$ cat src/rtl/pixel_scan_generator_if.sv
// rtl/pixel_scan_generator_if.sv - pixel coordinate stream and completion return between scan generator and ray pipeline
interface pixel_scan_generator_if;
    logic [31:0] screen_x;
    logic [31:0] screen_y;
    logic        valid_out;
    logic        ret_valid;

    modport master (
        output screen_x,
        output screen_y,
        output valid_out,
        input  ret_valid
    );

    modport slave (
        input  screen_x,
        input  screen_y,
        input  valid_out,
        output ret_valid
    );
endinterface

$ cat src/rtl/pixel_scan_generator.sv
// rtl/pixel_scan_generator.sv - raster-order pixel issue with credit throttling; PIXEL_SCAN_CONTINUOUS_EN selects free-running frames
module pixel_scan_generator #(
    parameter int SCREEN_WIDTH  = 640,
    parameter int SCREEN_HEIGHT = 480,
    parameter int MAX_INFLIGHT  = 64,
    parameter int FRAC_BITS     = 21
) (
    input  logic                              clk,
    input  logic                              rst,
    input  logic                              start,
    input  logic                              stall,
    pixel_scan_generator_if.master            pix,
    output logic                              busy,
    output logic [$clog2(MAX_INFLIGHT+1)-1:0] inflight,
    output logic                              frame_done,
    output logic                              err_underflow
);

    localparam int X_W   = (SCREEN_WIDTH  > 1) ? $clog2(SCREEN_WIDTH)  : 1;
    localparam int Y_W   = (SCREEN_HEIGHT > 1) ? $clog2(SCREEN_HEIGHT) : 1;
    localparam int CNT_W = $clog2(MAX_INFLIGHT + 1);

    localparam logic [X_W-1:0]   X_LAST    = X_W'(SCREEN_WIDTH - 1);
    localparam logic [Y_W-1:0]   Y_LAST    = Y_W'(SCREEN_HEIGHT - 1);
    localparam logic [CNT_W-1:0] CNT_LIMIT = CNT_W'(MAX_INFLIGHT);

    typedef enum logic [1:0] {
        IDLE  = 2'd0,
        SCAN  = 2'd1,
        DRAIN = 2'd2,
        DONE  = 2'd3
    } state_t;

    state_t           state_q,      state_d;
    logic [X_W-1:0]   x_q,          x_d;
    logic [Y_W-1:0]   y_q,          y_d;
    logic [31:0]      screen_x_q,   screen_x_d;
    logic [31:0]      screen_y_q,   screen_y_d;
    logic             valid_q,      valid_d;
    logic             busy_q,       busy_d;
    logic [CNT_W-1:0] inflight_q,   inflight_d;
    logic             frame_done_q, frame_done_d;
    logic             err_q,        err_d;

    logic issue;
    logic ret_ok;
    logic last_x;
    logic last_y;

    // Issue is judged on the registered credit count, so a return arriving
    // while full only frees the slot for the following cycle.
    always_comb begin
        issue  = (state_q == SCAN) && !stall && (inflight_q < CNT_LIMIT);
        ret_ok = pix.ret_valid && (inflight_q != '0);
        last_x = (x_q == X_LAST);
        last_y = (y_q == Y_LAST);
    end

    // Next-state, coordinate and credit computation.
    always_comb begin
        state_d      = state_q;
        x_d          = x_q;
        y_d          = y_q;
        screen_x_d   = screen_x_q;
        screen_y_d   = screen_y_q;
        valid_d      = 1'b0;
        frame_done_d = 1'b0;
        inflight_d   = inflight_q;
        err_d        = err_q;

        // Simultaneous issue and return cancel out.
        if (issue && !ret_ok) begin
            inflight_d = inflight_q + CNT_W'(1);
        end else if (!issue && ret_ok) begin
            inflight_d = inflight_q - CNT_W'(1);
        end

        // A return with nothing outstanding is a downstream protocol error.
        if (pix.ret_valid && (inflight_q == '0) && !issue) begin
            err_d = 1'b1;
        end

        case (state_q)
            IDLE: begin
                if (start) begin
                    state_d = SCAN;
                    x_d     = '0;
                    y_d     = '0;
                end
            end

            SCAN: begin
                if (issue) begin
                    valid_d    = 1'b1;
                    screen_x_d = {{(32-X_W){1'b0}}, x_q} << FRAC_BITS;
                    screen_y_d = {{(32-Y_W){1'b0}}, y_q} << FRAC_BITS;
                    if (last_x) begin
                        x_d = '0;
                        y_d = last_y ? '0 : (y_q + Y_W'(1));
                        if (last_y) begin
                            state_d = DRAIN;
                        end
                    end else begin
                        x_d = x_q + X_W'(1);
                    end
                end
            end

            DRAIN: begin
                // The last completion may land on this very edge.
                if (inflight_d == '0) begin
                    state_d      = DONE;
                    frame_done_d = 1'b1;
                end
            end

            DONE: begin
`ifdef PIXEL_SCAN_CONTINUOUS_EN
                state_d = SCAN;
                x_d     = '0;
                y_d     = '0;
`else
                state_d = IDLE;
`endif
            end

            default: begin
                state_d = IDLE;
            end
        endcase

        busy_d = (state_d == SCAN) || (state_d == DRAIN);
    end

    // State and registered outputs; reset abandons any frame in progress.
    always_ff @(posedge clk or negedge rst) begin
        if (!rst) begin
            state_q      <= IDLE;
            x_q          <= '0;
            y_q          <= '0;
            screen_x_q   <= '0;
            screen_y_q   <= '0;
            valid_q      <= 1'b0;
            busy_q       <= 1'b0;
            inflight_q   <= '0;
            frame_done_q <= 1'b0;
            err_q        <= 1'b0;
        end else begin
            state_q      <= state_d;
            x_q          <= x_d;
            y_q          <= y_d;
            screen_x_q   <= screen_x_d;
            screen_y_q   <= screen_y_d;
            valid_q      <= valid_d;
            busy_q       <= busy_d;
            inflight_q   <= inflight_d;
            frame_done_q <= frame_done_d;
            err_q        <= err_d;
        end
    end

    assign pix.screen_x   = screen_x_q;
    assign pix.screen_y   = screen_y_q;
    assign pix.valid_out  = valid_q;
    assign busy           = busy_q;
    assign inflight       = inflight_q;
    assign frame_done     = frame_done_q;
    assign err_underflow  = err_q;

endmodule

$ cat src/flat_wrapper.sv
// flat-port wrapper written by rule: the top's interface ports become plain ports
module pixel_scan_generator_flat 
#(
    parameter int SCREEN_WIDTH  = 640,
    parameter int SCREEN_HEIGHT = 480,
    parameter int MAX_INFLIGHT  = 64,
    parameter int FRAC_BITS     = 21
)
  (clk, rst, start, stall, busy, inflight, frame_done, err_underflow, pix_screen_x, pix_screen_y, pix_valid_out, pix_ret_valid);
  pixel_scan_generator_if pix_i ();
  input  logic clk;
  input  logic rst;
  input  logic start;
  input  logic stall;
  output logic busy;
  output logic [$clog2(MAX_INFLIGHT+1)-1:0] inflight;
  output logic frame_done;
  output logic err_underflow;
  output wire logic [$bits(pix_i.screen_x)-1:0] pix_screen_x;
  output wire logic [$bits(pix_i.screen_y)-1:0] pix_screen_y;
  output wire logic [$bits(pix_i.valid_out)-1:0] pix_valid_out;
  input wire logic [$bits(pix_i.ret_valid)-1:0] pix_ret_valid;
  assign pix_screen_x = pix_i.screen_x;
  assign pix_screen_y = pix_i.screen_y;
  assign pix_valid_out = pix_i.valid_out;
  assign pix_i.ret_valid = pix_ret_valid;
  pixel_scan_generator #(.SCREEN_WIDTH(SCREEN_WIDTH), .SCREEN_HEIGHT(SCREEN_HEIGHT), .MAX_INFLIGHT(MAX_INFLIGHT), .FRAC_BITS(FRAC_BITS)) u_core (.clk(clk), .rst(rst), .start(start), .stall(stall), .pix(pix_i), .busy(busy), .inflight(inflight), .frame_done(frame_done), .err_underflow(err_underflow));
endmodule
$ cat config.mk
export PLATFORM = sky130hd
export DESIGN_NAME = pixel_scan_generator_flat
export DESIGN_NICKNAME = d
export VERILOG_FILES = /design/src/rtl/pixel_scan_generator_if.sv /design/src/rtl/pixel_scan_generator.sv /design/src/flat_wrapper.sv
export SDC_FILE = /design/constraint.sdc
export NUM_CORES = 1
export LEC_CHECK = 0
export CORE_MARGIN = 10
export CORE_UTILIZATION = 40
export CTS_CLUSTER_SIZE = 40
export DETAILED_ROUTE_END_ITERATION = 10
export PLACE_DENSITY = 0.8
export SLEW_MARGIN = 20
export SYNTH_ARGS = -nofsm -noshare
export SYNTH_HDL_FRONTEND = slang
export SYNTH_SLANG_ARGS = --single-unit
$ cat constraint.sdc
create_clock -name clk -period 6.4 [get_ports clk]
set_input_delay 1.28 -clock clk [delete_from_list [all_inputs] [get_ports clk]]
set_output_delay 1.28 -clock clk [all_outputs]
set_load 0.1 [all_outputs]
==> metrics.txt <==
total length of routed wires=6434 um; final hold violation count=0; share of the clock period used by the worst path after layout=55.71%; switching part of the total power=57.33%; number of synthesized flops with an enable pin=0; hold-fix buffer count after cts=0; Internal Pwr Total=662.6 uW; mean post-synth cell area=8.960 sq um; quantity of I/O buffers inserted on ports=34; initial antenna violation count=0; Worst Path Max Fanout=33; Worst Setup Start Kind=input port; maximum number of pins on one net before global-route repair=52; FMAX=280.5 MHz; clock latency on the worst-skew pair=0.31 ns; clock buffer depth=2; WS Path Type=in -> reg; crit end category=flip-flop; number of different library cells in the post-synthesis netlist=49; NetSw=890.4 uW; number of pins with negative max-slew slack in the final report=0; proportion of power drawn by combinational gates=56.3%; routed wirelength normalized by instance count=14.33 um; Fill cells=686; crit-path max cell delay=0.51 ns; post-layout net count=362; FP Rows=30; CTS H-tree depth=2; clock period minus final worst setup slack=3.566 ns; DR vias=2,185; GP Congestion=0.8321; DRC violations left=0; y dimension of the die=104.1 um; ys flop type=sky130_fd_sc_hd__dfrtp_1; leading cell types by total area after synthesis=sky130_fd_sc_hd__dfrtp_1 (45%), sky130_fd_sc_hd__buf_4 (12%), sky130_fd_sc_hd__nand2_1 (9.7%); total congestion overflow=0; number of DRC markers after the initial detailed-route iteration=158; Setup-failing EPs final=0; synthesized cell area=2831 sq um; first-pass iteration count of the detailed router=6; final design area excluding fillers=3194 sq um; global-route wire length before repair=10,820 um; Ys Warns=0; max-capacitance violation count=0; type of the tightest min-delay check=reg -> reg; setup repair bufs after CTS=0; layout cells sized above 1=5.382%; DRT antenna net count=0; share of the synthesized area in the top cell type=45.07%; Slew HR=34.31%; gr usage total=11.82%; count of clock tree sinks=51; number of resized instances in the post-cts repair step=0; cell-by-cell listing of the critical path=clkdlybuf4s50_1 -> or4b_1 -> buf_4 -> clkinv_8 -> nand4_1 -> o32ai_1 -> xor2_1 -> or4_4 -> o22a_1; core area=6832 sq um; setup TNS=0 ns; area of the die=10,840 sq um; worst clock skew=0.004853 ns; clock share of power=12.6%; Reg power frac=31.1%; power density cells=486.2 nW/um^2; LEAKAGE=0.001485 uW; area growth from synthesis to final layout=12.81%; required time worst endpoint=6.61 ns; initial cell density of the core=41.45%; number of global-route vias before repair=2,223; placed standard-cell area=3099 sq um; run status=finished clean; clock root buffer=sky130_fd_sc_hd__clkbuf_8; number of clock buffers inserted by TritonCTS=5; detailed placement HPWL=4848 um; commonest non-fill, non-tap cell in the layout=sky130_fd_sc_hd__nand2_1; Worst Max-Slew Pin Slew=0.9823 ns; antenna diode count=0; CTS tree=yes; commonest cells after routing, fill and taps aside=sky130_fd_sc_hd__nand2_1 (73), sky130_fd_sc_hd__dfrtp_1 (51), sky130_fd_sc_hd__conb_1 (45), sky130_fd_sc_hd__clkdlybuf4s50_1 (33), sky130_fd_sc_hd__o21ai_0 (28); flops & latches, synth=51; number of primary I/O pins=80; sequential-to-total area share from yosys stat=45.07%; peak supply drop=210.0 uV; die width=104.1 um; setup repair after global routing missed its margin=no; area leader, netlist=sky130_fd_sc_hd__dfrtp_1; post-synthesis async set-or-reset flop share=100.0%; final core utilization=46.76%; arrival time at the worst endpoint=3.77 ns; cell count after synthesis=316; average via count per standard cell=4.866; clock slew at reported path FFs=0.09 ns; cell with the largest stage delay on the worst path=sky130_fd_sc_hd__or4_4
## logic make-up (layout without fill, tap and decap cells)
group           Yosys count  in the layout  share of synthesized area, %
simple gates            138            138                         22.85
buf+inv                  59             52                         14.49
compound gates           52             52                         12.11
flops                    51             51                         45.07
xor+xnor                  9              9                         2.784
fa+ha+maj                 5              5                         2.209
other cells               1             45                        0.1324
mux                       1              1                        0.3535
## final timing paths
kind / endpoint / depth (start not counted) / slack [ns] / startpoint
min in group asynchronous: u_core.err_underflow / 2 / 1.07 / rst
worst min-delay path: u_core.pix.screen_x[25] / 2 / 0.48 / u_core.pix.screen_x[25]
max in group asynchronous: u_core.pix.screen_x[22] / 2 / 4.89 / rst
worst max register to register: u_core.busy / 8 / 3.69 / u_core.inflight[6]
worst min register to register: u_core.pix.screen_x[25] / 2 / 0.48 / u_core.pix.screen_x[25]
worst max-delay path: u_core.busy / 9 / 2.83 / stall
## stage by stage
| step | instances | hold WS, ns | setup slack, ns | total power, uW |
|---|---|---|---|---|
| 6_report | 449 | 0.4836 | 2.834 | 1553 |
| 5_1_grt | 449 | 0.4956 | 2.671 | 1630 |
| 4_1_cts | 449 | 0.4874 | 2.836 | 1561 |
| 3_5_place_dp | 441 | 0.4597 | 2.507 | 1366 |
| 3_3_place_gp | 441 | 0.4503 | 2.582 | 1345 |
| 2_1_floorplan | 360 | 0.4685 | 3.170 | 1193 |
## final cells by class
type                       instances  area [sq um]  area share (%)
timing repair buffer              36         350.3           10.97
inverter                           8         42.54           1.332
clock inverter                     1         8.758          0.2742
clock buffer                       7         86.33           2.703
multi-input combinational        250          1310           41.01
tap                               96         120.1           3.760
sequential                        51          1276           39.95
## power groups by stage
stage,combinational (uW),sequential (uW),clock [uW]
after floorplan,329,864,0
after global placement,863,482,0
after detailed placement,879,488,0
after CTS,880,482,200
after global routing,920,494,215
final,875,482,196
## routing by layer
layer | global-route usage (%) | up-vias | share of wire, %
met5 | 0 | - | 0
met4 | 4.672 | 0 | 1.5
met1 | 14.07 | 1058 | 41
met3 | 3.160 | 9 | 5.9
li1 | - | 1048 | -
met2 | 19.73 | 70 | 52
## state kept, by name, summed over array words and instances, names as in the netlist, 2 cells and up
register and count:
u_core.inflight 7, u_core.pix.screen_x 10, u_core.pix.screen_y 9, u_core.state_q 2, u_core.x_q 10, u_core.y_q 9
## cells in the mapped netlist, types with 4 or more instances
master                      n
sky130_fd_sc_hd__nor2_1    18
sky130_fd_sc_hd__o21ai_0   28
sky130_fd_sc_hd__clkbuf_1   5
sky130_fd_sc_hd__and3_1     6
sky130_fd_sc_hd__buf_4     45
sky130_fd_sc_hd__xor2_1     4
sky130_fd_sc_hd__xnor2_1    5
sky130_fd_sc_hd__ha_1       5
sky130_fd_sc_hd__nand2_1   73
sky130_fd_sc_hd__dfrtp_1   51
sky130_fd_sc_hd__nor2b_1    4
sky130_fd_sc_hd__nor3_1     4
sky130_fd_sc_hd__nand4_1    4
sky130_fd_sc_hd__nand3_1    9
sky130_fd_sc_hd__inv_1      7
sky130_fd_sc_hd__nand2b_1   5
## worst max-delay path, delay by kind of cell
| family | cells | cell delay (ns) |
|---|---|---|
| xor+xnor | 1 | 0.13 |
| compound gates | 2 | 0.40 |
| buf+inv | 3 | 0.83 |
| simple gates | 3 | 1.11 |
Power figures use the tool's default switching activity.
